`src/rtl/cla_nibble_sequencer.sv`:
```
`default_nettype none
// ============================================================================
//  Module      : cla_nibble_sequencer
//  Description : Sequences a WIDTH-bit addition through an external 4-bit
//                combinational carry-lookahead slice, one nibble per clock,
//                LSB nibble first. The nibble carry is chained through a
//                register. The assembled sum and final carry are presented
//                with a one-cycle done pulse.
//  Revision    : 1.0 - initial release
// ============================================================================
module cla_nibble_sequencer #(
  parameter int WIDTH = 16
) (
  input  logic             clk,
  input  logic             rst,
  input  logic             start,
  input  logic [WIDTH-1:0] op_a,
  input  logic [WIDTH-1:0] op_b,
  input  logic             cin,
  output logic             busy,
  output logic             done,
  output logic [WIDTH-1:0] sum,
  output logic             cout,
  output logic [3:0]       cla_a,
  output logic [3:0]       cla_b,
  output logic             cla_cin,
  input  logic [3:0]       cla_s,
  input  logic             cla_cout
);

  // WIDTH must be a non-zero multiple of 4; NIB is derived and not overridable.
  localparam int NIB  = WIDTH / 4;
  localparam int IDXW = (NIB > 1) ? $clog2(NIB) : 1;
  localparam logic [IDXW-1:0] c_last_idx = IDXW'(NIB - 1);

  typedef enum logic [1:0] {
    S_IDLE = 2'd0,
    S_RUN  = 2'd1,
    S_DONE = 2'd2
  } state_t;

  state_t           r_state;
  logic [IDXW-1:0]  r_idx;
  logic             r_carry;
  logic [WIDTH-1:0] r_a;
  logic [WIDTH-1:0] r_b;
  logic [WIDTH-1:0] r_work;
  logic [WIDTH-1:0] r_sum;
  logic             r_cout;

  logic             w_run;
  logic [WIDTH-1:0] w_work_next;

  assign w_run = (r_state == S_RUN);

  // Slice inputs: current operand nibbles and chained carry while running, 0 otherwise.
  assign cla_a   = w_run ? 4'(r_a >> {r_idx, 2'b00}) : 4'd0;
  assign cla_b   = w_run ? 4'(r_b >> {r_idx, 2'b00}) : 4'd0;
  assign cla_cin = w_run ? r_carry : 1'b0;

  // Status is decoded straight from the state register, no extra delay.
  assign busy = w_run;
  assign done = (r_state == S_DONE);
  assign sum  = r_sum;
  assign cout = r_cout;

  // Working value with the slice result merged into the current nibble, so the
  // final edge can load sum including the nibble captured on that same edge.
  always_comb begin
    w_work_next = r_work;
    for (int n = 0; n < NIB; n++) begin
      if (r_idx == IDXW'(n)) begin
        w_work_next[4*n +: 4] = cla_s;
      end
    end
  end

  // Sequencer FSM: latch operands, step nibbles, publish result, then idle.
  always_ff @(posedge clk or posedge rst) begin
    if (rst) begin
      r_state <= S_IDLE;
      r_idx   <= '0;
      r_carry <= 1'b0;
      r_a     <= '0;
      r_b     <= '0;
      r_work  <= '0;
      r_sum   <= '0;
      r_cout  <= 1'b0;
    end else begin
      case (r_state)
        S_IDLE: begin
          if (start) begin
            r_a     <= op_a;
            r_b     <= op_b;
            r_carry <= cin;
            r_idx   <= '0;
            r_work  <= '0;
            r_state <= S_RUN;
          end
        end
        S_RUN: begin
          r_work  <= w_work_next;
          r_carry <= cla_cout;
          if (r_idx == c_last_idx) begin
            // Index wraps to 0 rather than running past the last nibble.
            r_idx   <= '0;
            r_sum   <= w_work_next;
            r_cout  <= cla_cout;
            r_state <= S_DONE;
          end else begin
            r_idx <= r_idx + IDXW'(1);
          end
        end
        S_DONE: begin
          r_state <= S_IDLE;
        end
        default: begin
          r_state <= S_IDLE;
        end
      endcase
    end
  end

endmodule
`default_nettype wire

```
`config.mk`:
```
export PLATFORM = sky130hd
export DESIGN_NAME = cla_nibble_sequencer
export DESIGN_NICKNAME = d
export VERILOG_FILES = /design/src/rtl/cla_nibble_sequencer.sv
export SDC_FILE = /design/constraint.sdc
export NUM_CORES = 1
export LEC_CHECK = 0
export ABC_CLOCK_PERIOD_IN_PS = 5200
export CORE_ASPECT_RATIO = 0.75
export CORE_MARGIN = 2
export CORE_UTILIZATION = 53
export DETAILED_ROUTE_END_ITERATION = 8
export GPL_ROUTABILITY_DRIVEN = 1
export PLACE_DENSITY = 0.93
export SLEW_MARGIN = 5
export SYNTH_ARGS = -nofsm -noshare
export SYNTH_HDL_FRONTEND = slang
export SYNTH_SLANG_ARGS = --single-unit
```
`constraint.sdc`:
```
create_clock -name clk -period 5.2 [get_ports clk]
set_input_delay 0.52 -clock clk [delete_from_list [all_inputs] [get_ports clk]]
set_output_delay 0.52 -clock clk [all_outputs]
set_load 0.02 [all_outputs]
```
Word-level counts from Yosys, hierarchy flattened
Index checks and enable logic that the tools add are counted.
Widths: inputs -> output; s select.

cells by class
  add/sub/neg operators = 1
  eq/ne operators = 7
  shifts and indexed selects = 2
  muxes and demuxes = 17
  reduce and logical (&&, ||, !) cells = 7

operator list
  kind                 count
  $pmux 16 s2          1
  $shr 16x4->4         2
  $mux 4               6
  $mux 16              1
  $mux 2               4
  $pmux 2 s2           2
  $reduce_and 2->1     4
  $eq 2x2->1 const B   3
  $eq 2x1->1 const B   2
  $logic_not 2->1      2
  $add 2x1->2 const B  1
  $mux 1               2
  $ne 2x1->1 const B   1
  $ne 2x2->1 const B   1
  $pmux 1 s2           1
  $reduce_bool 2->1    1

word-level totals
  flip-flop bits (word level) = 70
  input bits = 41
  output and inout port bits = 28
  logic and storage cells = 42

Logic depth before layout (Yosys ltp)
  depth after elaboration = 3
  depth in mapped cells = 7
  gate-level depth less buffers = 4

Worst setup path after synthesis
Ideal clock, no wire load.

  path kind = register -> output
  from = reg r_idx[1]
  to = out cla_b[1]
  arrival time = 1.310 ns
  required time = 4.680 ns
  slack = 3.370 ns
  cell stages (with the launch flop) = 5
  buffers on the path = 2
  cell sequence = dfrtp_1 buf_2 buf_2 mux2i_1 o22ai_1

between the ends
  cells in the longest elaborated chain, start to end = 2

ends and longest elaborated chain
  item                    RTL line  RTL
  from (decl)             43        logic [IDXW-1:0] r_idx;
  from (signal assigned)  111       r_idx <= r_idx + IDXW'(1);
  $shr 16x4->4            58        assign cla_b = w_run ? 4'(r_b >> {r_idx, 2'b00}) : 4'd0;
  $mux 4                  58
  to (decl)               25        output logic [3:0] cla_b,

No other way between the ends.

Final worst setup path
  from = reg r_idx[1]
  to = out cla_a[3]

between the ends
  cells in the longest elaborated chain, start to end = 2

ends and longest elaborated chain
  item          RTL line  RTL
  $shr 16x4->4  57        assign cla_a = w_run ? 4'(r_a >> {r_idx, 2'b00}) : 4'd0;
  $mux 4        57
  to (decl)     24        output logic [3:0] cla_a,

No other way between the ends.

==> results.json <==
{
  "reg2reg_to": "sum[12]",
  "power.density_mw_per_mm2": 638,
  "p_sw_w": 0.000913,
  "final_cells": 366,
  "routed_via_density": 5.48,
  "setup_tns_ns": 0,
  "hold_violations": 0,
  "reg2reg_from": "r_idx[1]",
  "avgSynthCellArea_um2": 13.4,
  "cts_resized": 0,
  "synthesis.nets": 267,
  "final_common_cell": "clkdlybuf4s50_1",
  "crit_end": "cla_a[3]",
  "layout_setup_ws_ns": 2.28,
  "grt_pass1_wl_um": 10000,
  "critPathKind": "reg -> out",
  "cts_tree": "built",
  "fp.dieH_um": 69.0,
  "comb_power_share": 0.475,
  "synth.cell_area_mm2": 0.00298,
  "antenna_found_initial": 0,
  "wl_per_cell_um": 16.9,
  "ios": 69,
  "cts_max_level": 3,
  "period_share": 0.562,
  "max_freq_mhz": 342,
  "worst-endpoint-arrival_ns": 2.40,
  "dp_hpwl_um": 4320,
  "antenna_cells": 0,
  "final_cell_mix": "clkdlybuf4s50_1 (68), dfrtp_1 (66), mux2_2 (29)",
  "antenna_left": 0,
  "drc": 0,
  "core_mm2": 0.00538,
  "via_count": 2006,
  "place_ws_ns": 2.61,
  "irDropWorstVdd_mv": 0.392,
  "tightest_slew_ns": 0.987,
  "period_minus_slack_ns": 2.92,
  "netlist_instances": 222,
  "track_usage": 0.211,
  "dp.cells": 350,
  "static-leakage-power_nw": 1.64,
  "hold_class": "reg -> reg",
  "ys_top_cells_by_area": "dfrtp_1 (55%), mux2_2 (11%), mux2i_1 (9.4%)",
  "slew_headroom": 0.342,
  "place_congestion": 0.733,
  "swShare": 0.373,
  "first_iter_violations": 221,
  "synth-seq-area-share": 0.553,
  "post_cts_buffers": 0,
  "portBuffers": 68,
  "crit_required_ns": 4.68,
  "wirelength_um": 6170,
  "synthDistinctLibCells": 28,
  "clkPwrFrac": 0.150,
  "start_util": 0.555,
  "yosysWarnings": 0,
  "rows": 23,
  "crit_path_max_fanout": 19,
  "seqPwrFrac": 0.375,
  "first_pass_iters": 4,
  "yosys.area.top_type": "dfrtp_1",
  "maxCapViolCount": 0,
  "grt_max_degree": 67,
  "p_int_w": 0.00153,
  "synth_seq_cells": 66,
  "layout-drive-gt1-share": 0.216,
  "startpoint": "r_idx[1]",
  "clk_path_buf_depth": 2,
  "fp.dieArea_mm2": 0.00625,
  "rsz0062_at_grt": "no",
  "clkTransAtPathRegs_ns": 0.07,
  "crit_path_end_kind": "output pin",
  "finalSetupViolations": 0,
  "die_w_um": 90.6,
  "start_kind": "flip-flop",
  "status": "finished, final reports clean",
  "yosysTopAreaCellShare": 0.553,
  "cts_root_buf": "clkbuf_8",
  "final_nets": 331,
  "clk_latency_ns": 0.33,
  "grt_overflow": 0,
  "grt_pass1_vias": 2019,
  "syn2layout_area_growth_pct": 28.5,
  "cts.sinks": 66,
  "fin_worst_skew_ns": 0.00639,
  "r2r_cells": 3,
  "rrSetupSlack_ns": 2.68,
  "cts_buffers": 9,
  "cts_hold_buffers": 0,
  "final_max_slew_viol_count": 0
}
==> state kept, by name, summed over array words and instances (netlist names) <==
name	flops
r_b	16
r_carry	1
r_work	12
r_state	2
r_idx	2
sum	16
cout	1
r_a	16
==> how the worst min path moves through the flow <==
stage | start | to | slack, ns | depth (start not counted)
2_1_floorplan | r_work[0] | r_work[0] | 0.47 | 1
3_3_place_gp | sum[6] | sum[6] | 0.47 | 2
3_5_place_dp | sum[8] | sum[8] | 0.48 | 2
4_1_cts | sum[8] | sum[8] | 0.49 | 2
5_1_grt | r_work[3] | r_work[3] | 0.52 | 1
6_report | sum[5] | sum[5] | 0.49 | 2
==> cell usage after synthesis (all sizes together) <==
| master | instances |
|---|---|
| o21ai | 17 |
| dfrtp | 66 |
| clkbuf | 2 |
| or3 | 1 |
| a21oi | 1 |
| nor2 | 2 |
| mux2i | 28 |
| o22ai | 11 |
| nand2b | 2 |
| and2 | 1 |
| mux2 | 37 |
| a32o | 12 |
| nand3b | 1 |
| o21ba | 1 |
| ha | 4 |
| inv | 7 |
| buf | 14 |
| nand2 | 15 |
==> cells by family (layout without fill, tap and decap cells) <==
kind of cell             Yosys count  in the layout  synth area share
flip-flops                        66             66             0.553
multiplexers                      65             65             0.244
AND/OR/NAND/NOR                   22             22            0.0403
adder cells (fa/ha/maj)            4              4            0.0168
AO/OA/AOI/OAI                     42             42             0.101
buffers and inverters             23             92            0.0444
==> critical path: stages (launching register included) <==
cell	delay, ns
dfrtp_1	0.99
mux2i_1	0.20
o22ai_1	0.24
clkdlybuf4s50_1	0.64
==> power groups by stage <==
stage          combinational, W  sequential (W)  clock, W
2_1_floorplan          0.000754        0.000928         0
3_3_place_gp            0.00112        0.000907         0
3_5_place_dp            0.00116        0.000926         0
4_1_cts                 0.00117        0.000917  0.000376
5_1_grt                 0.00125        0.000948  0.000402
6_report                0.00116        0.000918  0.000366
==> stage by stage <==
step / hold slack [ns] / area, µm² / total power, W / utilization
2_1_floorplan: 0.465 / 2980 / 0.00168 / -
3_3_place_gp: 0.466 / 3660 / 0.00203 / 0.681
3_5_place_dp: 0.476 / 3660 / 0.00209 / 0.681
4_1_cts: 0.492 / 3830 / 0.00246 / 0.712
5_1_grt: 0.522 / 3830 / 0.00260 / 0.712
6_report: 0.493 / 3830 / 0.00245 / 0.712
==> cell type report <==
type	count	area [µm²]
Sequential cell	66	1650
Fill cell	378	1550
Multi-Input combinational cell	133	1200
Timing Repair Buffer	69	688
Clock buffer	11	141
Tap cell	75	93.8
Clock inverter	5	30.0
Inverter	7	28.8
==> layer usage <==
metal | vias up | global-route usage | routed length, µm
li1 | 935 | - | -
met1 | 1009 | 0.281 | 2760
met2 | 52 | 0.342 | 3010
met3 | 10 | 0.0554 | 314
met4 | 0 | 0.0750 | 80
met5 | - | 0 | 0
No activity file was read; power rests on OpenSTA's default activity.
